## config.mk

```make
export PLATFORM = sky130hd
export DESIGN_NAME = decoder_nbit_pipe_flat
export DESIGN_NICKNAME = d
export VERILOG_FILES = /design/src/rtl/decoder_nbit_pipe_pkg.sv /design/src/rtl/decoder_nbit_pipe_if.sv /design/src/rtl/decoder_nbit_pipe_skid.sv /design/src/rtl/decoder_nbit_pipe.sv /design/src/flat_wrapper.sv
export SDC_FILE = /design/constraint.sdc
export NUM_CORES = 1
export LEC_CHECK = 0
export BUFFER_PORTS_ARGS = -buffer_cell sky130_fd_sc_hd__buf_2
export CAP_MARGIN = 0
export CORE_ASPECT_RATIO = 1.4
export CORE_MARGIN = 1
export CORE_UTILIZATION = 44
export DETAILED_ROUTE_END_ITERATION = 16
export GPL_TIMING_DRIVEN = 0
export PLACE_DENSITY = 0.77
export SLEW_MARGIN = 5
export SYNTH_ARGS = -nofsm -noshare
export SYNTH_HDL_FRONTEND = slang
export SYNTH_SLANG_ARGS = --single-unit
export TNS_END_PERCENT = 1
```

## constraint.sdc

```tcl
create_clock -name clk -period 1.45 [get_ports clk]
set_input_delay 0.0725 -clock clk [delete_from_list [all_inputs] [get_ports clk]]
set_output_delay 0.0725 -clock clk [all_outputs]
set_load 0.05 [all_outputs]
```

## src/rtl/decoder_nbit_pipe_pkg.sv

```systemverilog
// decoder_pkg: shared word type, limits and decode function for decoder_nbit_pipe
package decoder_pkg;
  localparam int DEC_MAX_IN_W  = 6;
  localparam int DEC_MAX_OUT_W = 1 << DEC_MAX_IN_W;
  typedef struct packed {
    logic [DEC_MAX_OUT_W-1:0] onehot;
    logic                     none;
  } dec_word_t;
  function automatic dec_word_t onehot_dec(input logic [DEC_MAX_IN_W-1:0] sel, input logic en);
    dec_word_t w;
    w.onehot      = '0;
    w.onehot[sel] = en;
    w.none        = !en;
    return w;
  endfunction
endpackage

```

## src/rtl/decoder_nbit_pipe_if.sv

```systemverilog
// decoder_nbit_pipe_if: input code stream, decoded output stream and transfer count
interface decoder_nbit_pipe_if #(
  parameter int IN_W  = 3,
  parameter int CNT_W = 16
);
  localparam int OUT_W = 1 << IN_W;
  logic             in_valid;
  logic             in_ready;
  logic [IN_W-1:0]  in_sel;
  logic             in_en;
  logic             out_valid;
  logic             out_ready;
  logic [OUT_W-1:0] out_onehot;
  logic             out_none;
  logic [CNT_W-1:0] xfer_cnt;
  modport master (
    output in_valid, in_sel, in_en, out_ready,
    input  in_ready, out_valid, out_onehot, out_none, xfer_cnt
  );
  modport slave (
    input  in_valid, in_sel, in_en, out_ready,
    output in_ready, out_valid, out_onehot, out_none, xfer_cnt
  );
endinterface

```

## src/rtl/decoder_nbit_pipe_skid.sv

```systemverilog
// decoder_skid: one-entry holding register that catches a word accepted while the output stage is stalled
module decoder_skid
  import decoder_pkg::*;
(
  input  logic      clk,
  input  logic      rst_n,
  input  logic      i_load,
  input  logic      i_pop,
  input  dec_word_t i_word,
  output logic      o_full,
  output dec_word_t o_word
);
  logic      r_full;
  dec_word_t r_word;
  // capture on load, release when the output stage drains into us
  always_ff @(posedge clk) begin
    if (!rst_n) begin
      r_full <= 1'b0;
      r_word <= '0;
    end else if (i_load) begin
      r_full <= 1'b1;
      r_word <= i_word;
    end else if (i_pop) begin
      r_full <= 1'b0;
    end
  end
  assign o_full = r_full;
  assign o_word = r_word;
endmodule

```

## src/rtl/decoder_nbit_pipe.sv

```systemverilog
// decoder_nbit_pipe: registered binary-to-one-hot decoder with valid/ready streams; DECODER_PIPE_SKID_EN adds a 1-entry skid buffer
module decoder_nbit_pipe
  import decoder_pkg::*;
#(
  parameter int IN_W  = 3,
  parameter int CNT_W = 16
) (
  input logic                clk,
  input logic                rst_n,
  decoder_nbit_pipe_if.slave bus
);
  localparam int OUT_W = 1 << IN_W;
  dec_word_t        r_out;
  logic             r_valid;
  logic [CNT_W-1:0] r_cnt;
  dec_word_t        w_dec;
  dec_word_t        w_sk_word;
  logic             w_sk_full;
  logic             w_acc;
  logic             w_xfer;
  logic             w_load;
  logic             w_unused;
  assign w_dec  = onehot_dec(DEC_MAX_IN_W'(bus.in_sel), bus.in_en);
  assign w_acc  = bus.in_valid & bus.in_ready;
  assign w_xfer = r_valid & bus.out_ready;
  assign w_load = w_acc & (!r_valid | w_xfer);
`ifdef DECODER_PIPE_SKID_EN
  decoder_skid u_skid (
    .clk    (clk),
    .rst_n  (rst_n),
    .i_load (w_acc & r_valid & !w_xfer),
    .i_pop  (w_xfer),
    .i_word (w_dec),
    .o_full (w_sk_full),
    .o_word (w_sk_word)
  );
  assign bus.in_ready = rst_n & !w_sk_full;
`else
  assign w_sk_full    = 1'b0;
  assign w_sk_word    = '0;
  assign bus.in_ready = rst_n & (!r_valid | bus.out_ready);
`endif
  // output stage: refill from skid first so order is preserved, else from the input
  always_ff @(posedge clk) begin
    if (!rst_n) begin
      r_valid <= 1'b0;
      r_out   <= '0;
    end else if (w_xfer && w_sk_full) begin
      r_out <= w_sk_word;
    end else if (w_load) begin
      r_valid <= 1'b1;
      r_out   <= w_dec;
    end else if (w_xfer) begin
      r_valid <= 1'b0;
    end
  end
  // count completed output transfers, wrapping naturally
  always_ff @(posedge clk) begin
    if (!rst_n) r_cnt <= '0;
    else if (w_xfer) r_cnt <= r_cnt + 1'b1;
  end
  assign w_unused       = ^r_out.onehot;
  assign bus.out_valid  = r_valid;
  assign bus.out_onehot = r_out.onehot[OUT_W-1:0];
  assign bus.out_none   = r_out.none;
  assign bus.xfer_cnt   = r_cnt;
endmodule

```

## src/flat_wrapper.sv

```systemverilog
// flat-port wrapper written by rule: the top's interface ports become plain ports
module decoder_nbit_pipe_flat import decoder_pkg::*;
#(
  parameter int IN_W  = 3,
  parameter int CNT_W = 16
)
  (clk, rst_n, bus_in_valid, bus_in_sel, bus_in_en, bus_out_ready, bus_in_ready, bus_out_valid, bus_out_onehot, bus_out_none, bus_xfer_cnt);
  decoder_nbit_pipe_if #(.IN_W(IN_W), .CNT_W(CNT_W)) bus_i ();
  input logic clk;
  input logic rst_n;
  input wire logic [$bits(bus_i.in_valid)-1:0] bus_in_valid;
  input wire logic [$bits(bus_i.in_sel)-1:0] bus_in_sel;
  input wire logic [$bits(bus_i.in_en)-1:0] bus_in_en;
  input wire logic [$bits(bus_i.out_ready)-1:0] bus_out_ready;
  output wire logic [$bits(bus_i.in_ready)-1:0] bus_in_ready;
  output wire logic [$bits(bus_i.out_valid)-1:0] bus_out_valid;
  output wire logic [$bits(bus_i.out_onehot)-1:0] bus_out_onehot;
  output wire logic [$bits(bus_i.out_none)-1:0] bus_out_none;
  output wire logic [$bits(bus_i.xfer_cnt)-1:0] bus_xfer_cnt;
  assign bus_i.in_valid = bus_in_valid;
  assign bus_i.in_sel = bus_in_sel;
  assign bus_i.in_en = bus_in_en;
  assign bus_i.out_ready = bus_out_ready;
  assign bus_in_ready = bus_i.in_ready;
  assign bus_out_valid = bus_i.out_valid;
  assign bus_out_onehot = bus_i.out_onehot;
  assign bus_out_none = bus_i.out_none;
  assign bus_xfer_cnt = bus_i.xfer_cnt;
  decoder_nbit_pipe #(.IN_W(IN_W), .CNT_W(CNT_W)) u_core (.clk(clk), .rst_n(rst_n), .bus(bus_i));
endmodule
```

==> results of run 1 <==
-- cells in the final DEF, fill, tap and decap left out, types with 2 or more instances in the layout --
cell	n
buf_2	33
nand2_1	19
a21oi_1	15
dfxtp_1	14
dfxtp_4	11
nor2_1	10
xor2_1	8
or3_1	8
buf_4	8
nand3_1	5
o21ai_0	4
buf_6	3
nand4_1	3
or4_1	3
nand2b_1	3
clkbuf_4	3
clkbuf_1	2
and4_1	2
xnor2_1	2
dlygate4sd3_1	2
-- repair_timing --
item	4_1_cts	5_1_grt
resized for setup	10	3
hold buffers	2	0
setup buffers	8	0
hold endpoints to repair	2	0
gates cloned	0	0
pin swaps	8	4
endpoints found under the setup margin	15	8
-- per-stage QoR --
stage | hold slack [ps] | std cells | setup TNS [ps]
6_report | 45.80 | 212 | -141.6
5_1_grt | 43.69 | 212 | -461.6
4_1_cts | 39.59 | 212 | -134.6
3_5_place_dp | 330.1 | 199 | -963.6
3_3_place_gp | 303.3 | 199 | -588.9
2_1_floorplan | 182.2 | 131 | -616.3
-- logic make-up after synthesis --
logic type               after synthesis  synth area share
AND/OR/NAND/NOR                       64            0.3035
flip-flops                            26            0.4658
AO/OA/AOI/OAI                         22            0.1042
XOR/XNOR                              10           0.07839
buffers and inverters                  8           0.03695
adder cells (fa/ha/maj)                1           0.01120
-- worst min-delay path, delay by kind of cell --
family	cells	cell delay (ps)
and+or+nand+nor	1	110
buffers and inverters	1	110
AOI/OAI and AO/OA	1	50
-- registers in the layout, indices dropped and copies added, names as in the netlist --
| register | cells |
|---|---|
| u_core.bus.out_valid | 1 |
| u_core.bus.out_none | 1 |
| u_core.bus.xfer_cnt | 16 |
| u_core.bus.out_onehot | 8 |
-- worst min path at each step --
| stage | startpoint | to | slack, ps | cells after the start |
|---|---|---|---|---|
| after global routing | bus_in_sel[1] | u_core.bus.out_onehot[0] | 40 | 3 |
| after floorplan | bus_in_en | u_core.bus.out_none | 180 | 1 |
| after detailed placement | bus_in_en | u_core.bus.out_none | 330 | 2 |
| final | bus_in_sel[1] | u_core.bus.out_onehot[1] | 50 | 3 |
| after CTS | bus_out_ready | u_core.bus.xfer_cnt[1] | 40 | 3 |
| after global placement | bus_in_en | u_core.bus.out_none | 300 | 2 |
-- where the power goes --
part | internal [mW] | switching (mW) | total (mW)
clock network | 0.211 | 0.218 | 0.429
registers | 0.705 | 0.00711 | 0.712
logic | 0.0417 | 0.0857 | 0.127
total | 0.958 | 0.311 | 1.27
-- per-layer routing --
layer | vias to the layer above | wire length [um]
met5 | - | 0
met4 | 0 | 47
met3 | 6 | 92
met2 | 29 | 1352
met1 | 510 | 1040
li1 | 552 | -
-- cell type report --
class,instances,area [sq um],share of cell area
Clock buffer,4,47.55,0.03082
Tap cell,34,42.54,0.02758
Multi-Input combinational cell,97,580.6,0.3763
Timing Repair Buffer,44,256.5,0.1663
Sequential cell,26,563.0,0.3650
Inverter,2,7.507,0.004866
Buffer,5,45.04,0.02920
==> metrics, run 1 <==
total core area=2391 sq um; Max FO, Critical Path=4; endpoint type of the worst setup path=flop; ys async rst share=0; pwr/cell area=822.1 nW/um^2; M3 GR Usage=0.03226; startpoint types=flop; final WL=2533 um; hpwl dp=1807 um; final setup margin=-94.39 ps; fin crit period=1544 ps; Syn Nets=140; number of global-route vias before repair=1007; GR Util met2=0.3845; count leader, synth=dfxtp_1; # IOs=35; origin of the worst setup path=u_core.bus.xfer_cnt[3]; Final Skew=5.588 ps; Initial Util=0.4673; TritonCTS clock tree=built; worst path cell trace=and4_1 > buf_6 > nand4_1 > buf_4 > or4_1 > a21oi_1; busiest grt layer=met2; delay of the slowest critical-path stage=390 ps; met1 usage=0.1960; Peak VDD IR=0.0005670 V; r2r startpoint=u_core.bus.xfer_cnt[3]; maxcap violations=0; Period Utilization, post-route=1.065; Util after Layout=0.6452; clk sinks=26; share of the synthesized area in the top cell type=0.4658; drt wl/cell=11.95 um; DR vias=1097; unrepaired setup endpoints after global routing=true; first-pass GRT wire length=4022 um; leading area contributor after synthesis=dfxtp_1; Total Power=1.268 mW; Crit path max-delay family=simple AND/OR/NAND/NOR gates; DRT iter0 DRCs=21; sequential area share after synthesis=0.4658; Post-synth top cells=26 x dfxtp_1, 19 x nand2_1, 16 x a21oi_1; Port-buffer cells=34; GPL Wtd Cong=0.7587; Ys Warns=0; Mapped Area=1117 sq um; Worst Path Arrival=1810 ps; Fillers=211; Area growth, synth to finish=38.07%; H-tree level count=1; Yosys reg bits=26; Crit path buffers/inverters=2; critical path's slowest cell=or4_1; clk_lat worst skew=320 ps; top_reg_cell synth=dfxtp_1; CTS root buf=clkbuf_4; Min-Delay Path Class=in -> reg; setup violators final=3; largest net degree at the start of global routing=16; Post-synth EDFFs=0; pre-CTS setup slack=-147.4 ps; outcome=complete, but fails checks; layout cells sized above 1=0.3820; CP Class=reg -> reg; R2R depth=6; synthesized area per cell=8.529 sq um; Num CTS Buffers=3; routed vias/inst=5.175; worst slew pin tran=470.5 ps; final instance area=1543 sq um; Leak=0.6404 nW; Area after DPL=1373 sq um; Final Hold Vio Count=0; max_slew headroom=0.6863; num rows=21; Slew Limit Fails=0; clock slew at reported path FFs=140 ps; Yosys cell types=30; critical path endpoint=u_core.bus.xfer_cnt[15]; antenna cells=0; total gr overflow=0; antenna violation net count after detailed routing=0; CP Depth=6; Critical Path RT=1710 ps; Total Routing Usage GR=0.1995; dominant cells by area after synthesis=dfxtp_1 47%, a21oi_1 7.2%, nand2_1 6.4%; Die Ht=61.63 um; FF-to-FF setup slack=-90 ps; Fmax achieved=0.6475 GHz; Longest Clk Path Bufs=2; drt pass-1 iters=4; Die ar.=2748 sq um; final net count=188; antenna violations before repair=0; die width=44.59 um; DRC viols=0; cell count after synthesis=131; failing checks=negative setup slack; reg-to-reg critical path endpoint=u_core.bus.xfer_cnt[15]
No activity file was read; power rests on OpenSTA's default activity.
==> run 2, diff against run 1 <==
--- a/config.mk
+++ b/config.mk
@@ -9,10 +9,12 @@
 export CAP_MARGIN = 0
 export CORE_ASPECT_RATIO = 1.4
 export CORE_MARGIN = 1
-export CORE_UTILIZATION = 44
+export CORE_UTILIZATION = 53
+export CTS_BUF_LIST = sky130_fd_sc_hd__clkbuf_16
+export CTS_CLUSTER_DIAMETER = 40
 export DETAILED_ROUTE_END_ITERATION = 16
 export GPL_TIMING_DRIVEN = 0
-export PLACE_DENSITY = 0.77
+export PLACE_DENSITY = 0.86
 export SLEW_MARGIN = 5
 export SYNTH_ARGS = -nofsm -noshare
 export SYNTH_HDL_FRONTEND = slang
==> constraint.sdc (replaced) <==
create_clock -name clk -period 1.9 [get_ports clk]
set_input_delay 0.095 -clock clk [delete_from_list [all_inputs] [get_ports clk]]
set_output_delay 0.095 -clock clk [all_outputs]
set_load 0.05 [all_outputs]
==> run 2 against run 1 <==
  * The flow now finishes without violations
  * Power decreased by 13%
  * Non-clock buffer count shrank 9
  * Via count down 3.0%
  * Largest cell class unchanged
  * Largest power group unchanged
  * Highest routed layer unchanged
==> metrics, run 2 (synthesis gave the netlist of run 1 again) <==
GPL Wtd Cong=0.7473 (-1.5%); Area after DPL=1319 sq um (-3.9%); Util after Layout=0.7083 (+0.06310); TritonCTS clock tree=built; Total Routing Usage GR=0.2397 (+0.04015); maxcap violations=0 (unchanged); R2R depth=6 (unchanged); delay of the slowest critical-path stage=380 ps (about the same); reg-to-reg critical path endpoint=u_core.bus.xfer_cnt[14]; Slew Limit Fails=0 (unchanged); Worst Path Arrival=1860 ps (+50 ps); Min-Delay Path Class=in -> reg; critical path endpoint=u_core.bus.xfer_cnt[14]; Fmax achieved=0.5975 GHz (-7.7%); total core area=1973 sq um (-17%); Longest Clk Path Bufs=2 (unchanged); final WL=2422 um (-4.4%); most frequent cells in the layout=34 x buf_2, 22 x dfxtp_1, 19 x nand2_1; Num CTS Buffers=3 (unchanged); worst slew pin tran=484.0 ps (+13.47 ps); # IOs=35 (unchanged); DRT iter0 DRCs=27 (+29%); Leak=0.5826 nW (-9.0%); total gr overflow=0 (unchanged); final setup margin=226.3 ps (+320.7 ps); pwr/cell area=786.3 nW/um^2 (-4.4%); Final Skew=1.703 ps (-3.885 ps); setup violators final=0 (-3); die width=40.81 um (-8.5%); antenna violation net count after detailed routing=0 (unchanged); Port-buffer cells=34 (unchanged); # Post-CTS Setup Buffers=0 (-8); flip-flop and latch area=525.5 sq um (-6.7%); Initial Util=0.5663 (+0.09897); CP Class=reg -> reg; drt wl/cell=12.75 um (+6.7%); outcome=complete, no violations; Die ar.=2298 sq um (-16%); largest net degree at the start of global routing=15 (-1); number of global-route vias before repair=983 (-2.4%); final instance area=1398 sq um (-9.4%); num rows=19 (-9.5%); Post-CTS Resized=0 (-10); antenna cells=0 (unchanged); fin crit period=1674 ps (+129.3 ps); origin of the worst setup path=u_core.bus.xfer_cnt[0]; unrepaired setup endpoints after global routing=false; hold_buf cts=0 (-2); clk_lat worst skew=250 ps (-70 ps); drt pass-1 iters=4 (unchanged); clock slew at reported path FFs=60 ps (-80 ps); FF-to-FF setup slack=230 ps (+320 ps); first-pass GRT wire length=3974 um (-1.2%); DR vias=1064 (-3.0%); H-tree level count=1 (unchanged); Critical Path RT=2080 ps (+370 ps); routed vias/inst=5.600 (+8.2%); Area growth, synth to finish=25.08%; TNS Setup=0 ps (+141.6 ps); startpoint types=flop; worst path cell trace=ha_1 > and4_2 > clkbuf_1 > nand2_1 > or3_1 > a21oi_1; Period Utilization, post-route=0.8809 (-0.1842); max_slew headroom=0.6774 (-0.008981); endpoint type of the worst setup path=flop; Final Hold Vio Count=0 (unchanged); Max FO, Critical Path=6 (+2); Peak VDD IR=0.0005050 V (-11%); Fillers=158 (-25%); CTS root buf=clkbuf_16; DRC viols=0 (unchanged); final net count=179 (-4.8%); max reg flops=16 (unchanged); area occupied by multi-input gates=555.5 sq um (-4.3%); clk sinks=26 (unchanged); Die Ht=56.33 um (-8.6%); critical path's slowest cell=dfxtp_1; hpwl dp=1800 um (-0.37%); most common cell after layout, fill and taps aside=buf_2; pre-CTS setup slack=263.1 ps (+410.6 ps); antenna violations before repair=0 (unchanged); r2r startpoint=u_core.bus.xfer_cnt[0]; layout cells sized above 1=0.2781 (-0.1039)
[run 2: power by group]
group	internal, mW	switching, mW
clock	0.281	0.177
combinational	0.0213	0.0611
sequential	0.552	0.00630
total	0.854	0.245
[run 2: how the worst min path moves through the flow]
stage,end,cells after the start,startpoint
after floorplan,u_core.bus.out_none,1,bus_in_en
after global placement,u_core.bus.out_none,2,bus_in_en
after detailed placement,u_core.bus.out_none,2,bus_in_en
after CTS,u_core.bus.out_none,2,bus_in_en
after global routing,u_core.bus.out_none,2,bus_in_en
final,u_core.bus.out_none,2,bus_in_en
[run 2: metal layers]
layer / GRT usage / share of wire
met1: 0.2706 / 0.41
met4: 0.07619 / 0.012
met3: 0.03953 / 0.037
met5: 0 / 0
met2: 0.4196 / 0.54
[run 2: final cells by class]
class / count / area share
sequential: 26 / 0.3760
tap: 21 / 0.01880
timing repair buffer: 34 / 0.1218
buffer: 6 / 0.02417
clock buffer: 3 / 0.05372
multi-input combinational: 97 / 0.3975
clock inverter: 1 / 0.002686
inverter: 2 / 0.005372
[run 2: per-stage QoR]
stage	total power, mW	hold slack (ps)	instances
floorplan	0.6230	204.7	131
global placement	0.6481	323.1	186
detailed placement	0.6518	354.1	186
CTS	1.103	78.17	190
global route	1.133	87.04	190
finish	1.099	80.69	190
[run 2: worst max-delay path, delay by kind of cell, from the launching register on]
kind,cells,cell delay [ps]
buf+inv,1,240
fa+ha+maj,1,190
simple gates,3,640
compound gates,1,150
flops,1,380
==> run 3, diff against run 2 <==
--- a/config.mk
+++ b/config.mk
@@ -6,7 +6,6 @@
 export NUM_CORES = 1
 export LEC_CHECK = 0
 export BUFFER_PORTS_ARGS = -buffer_cell sky130_fd_sc_hd__buf_2
-export CAP_MARGIN = 0
 export CORE_ASPECT_RATIO = 1.4
 export CORE_MARGIN = 1
 export CORE_UTILIZATION = 53
@@ -15,6 +14,8 @@
 export DETAILED_ROUTE_END_ITERATION = 16
 export GPL_TIMING_DRIVEN = 0
 export PLACE_DENSITY = 0.86
+export RECOVER_POWER = 50
+export SETUP_SLACK_MARGIN = 0.3
 export SLEW_MARGIN = 5
 export SYNTH_ARGS = -nofsm -noshare
 export SYNTH_HDL_FRONTEND = slang
==> run 3 against run 2 <==
  * Count of clock-buffer cells in the layout unchanged
  * Maximum frequency increased by 0.44%
  * Combinational power decreased by 2%
  * Hold slack got worse by 29 ps
  * Sequential power decreased by 2%
  * Core utilization increased by 0.82 points
  * Non-clock buffer count increased by 1
  * Die area unchanged
  * Critical path type unchanged
==> metrics, run 3 (synthesis gave the netlist of run 1 again) <==
hpwl dp=1683 um (-6.5%); Area growth, synth to finish=26.54%; hold_buf cts=0 (unchanged); max reg flops=16 (unchanged); Num CTS Buffers=3 (unchanged); Longest Clk Path Bufs=2 (unchanged); clock slew at reported path FFs=60 ps (about the same); clk sinks=26 (unchanged); Die Ht=56.33 um (unchanged); antenna cells=0 (unchanged); most common cell after layout, fill and taps aside=clkbuf_1; fin crit period=1666 ps (-7.413 ps); Final Skew=6.518 ps (+4.815 ps); most frequent cells in the layout=24 x clkbuf_1, 19 x nand2_1, 16 x a21oi_1, 16 x dfxtp_1, 13 x buf_2; startpoint types=flop; hold_ws=51.80 ps (-28.89 ps); endpoint type of the worst setup path=flop; drt wl/cell=12.11 um (-5.0%); Min-Delay Path Class=in -> reg; GPL Wtd Cong=0.7324 (-2.0%); Fmax achieved=0.6001 GHz (+0.44%); layout cells sized above 1=0.2118 (-0.06634); routed vias/inst=5.435 (-3.0%); drt pass-1 iters=4 (unchanged); TritonCTS clock tree=built; total gr overflow=0 (unchanged); DR vias=1038 (-2.4%); Peak VDD IR=0.0005363 V (+6.2%); CTS root buf=clkbuf_16; final instance area=1414 sq um (+1.2%); max_slew headroom=0.6025 (-0.07487); Worst Path Arrival=1850 ps (about the same); unrepaired setup endpoints after global routing=true; FF-to-FF setup slack=230 ps (about the same); TNS Setup=0 ps (unchanged); # IOs=35 (unchanged); setup violators final=0 (unchanged); final net count=180 (+0.56%); DRC viols=0 (unchanged); pwr/cell area=766.4 nW/um^2 (-2.5%); Period Utilization, post-route=0.8770 (-0.003902); die width=40.81 um (unchanged); outcome=complete, no violations; antenna violations before repair=0 (unchanged); Max FO, Critical Path=9 (+3); Area after DPL=1349 sq um (+2.3%); antenna violation net count after detailed routing=0 (unchanged); total core area=1973 sq um (unchanged); clk_lat worst skew=260 ps (about the same); first-pass GRT wire length=3891 um (-2.1%); Final Hold Vio Count=0 (unchanged); Leak=0.5115 nW (-12%); number of global-route vias before repair=962 (-2.1%); Port-buffer cells=34 (unchanged); final WL=2313 um (-4.5%); Die ar.=2298 sq um (unchanged); Initial Util=0.5663 (unchanged); Util after Layout=0.7166 (+0.008243); CP Class=reg -> reg; H-tree level count=1 (unchanged); Total Power=1.084 mW (-1.4%); largest net degree at the start of global routing=15 (unchanged); Critical Path RT=2080 ps (about the same); Total Routing Usage GR=0.2363 (-0.003360); worst slew pin tran=598.8 ps (+114.9 ps); Slew Limit Fails=0 (unchanged); maxcap violations=0 (unchanged); DRT iter0 DRCs=16 (-41%); num rows=19 (unchanged)
[run 3: cell types whose count changed in the layout (fill, tap and decap cells not counted), sizes merged]
cell    delta
clkbuf    +21
buf       -20
inv        +1
clkinv     -1
[run 3: repair_timing]
item	4_1_cts	5_1_grt
setup endpoints to repair	4	11
buffers inserted	1	0
endpoints found under the hold margin	0	0
resized for setup	1	7
gates cloned	0	0
[run 3: through the flow]
stage | cells | setup slack, ps
2_1_floorplan | 131 | 258.3
3_3_place_gp | 186 | 329.0
3_5_place_dp | 186 | 287.9
4_1_cts | 191 | 268.6
5_1_grt | 191 | 160.5
6_report | 191 | 233.7
[run 3: power breakdown]
group | internal, mW | total, mW | switching (mW) | leakage [nW]
clock | 0.281 | 0.454 | 0.173 | 0.0423
combinational | 0.0207 | 0.0809 | 0.0602 | 0.252
sequential | 0.543 | 0.549 | 0.00602 | 0.217
total | 0.845 | 1.08 | 0.239 | 0.512
[run 3: cell type report]
class / instances / area [sq um]
buffer: 6 / 38.79
clock inverter: 1 / 3.754
sequential: 26 / 548.0
multi-input combinational: 97 / 564.3
inverter: 2 / 7.507
fill: 175 / 559.3
clock buffer: 3 / 75.07
timing repair buffer: 35 / 150.1
tap: 21 / 26.28
[run 3: routing by layer]
metal  up-vias  global-route usage  share of wire
met1       471              0.2564           0.41
li1        532                   -              -
met3         5             0.03953          0.035
met5         -                   0              0
met4         0             0.07143          0.014
met2        30              0.4241           0.54
[run 3: path summary, 6_finish.rpt]
kind	from	endpoint	depth (start not counted)
max	u_core.bus.out_valid	u_core.bus.xfer_cnt[15]	5
max reg2reg	u_core.bus.out_valid	u_core.bus.xfer_cnt[15]	5
min	bus_in_en	u_core.bus.out_none	2
min reg2reg	u_core.bus.out_onehot[6]	u_core.bus.out_onehot[6]	2
[run 3: worst max-delay path, stage by stage, from the launching register on]
cell	delay, ps
dfxtp_1	430
nand3_2	120
or2_1	250
buf_6	140
or4_4	510
a21oi_1	150
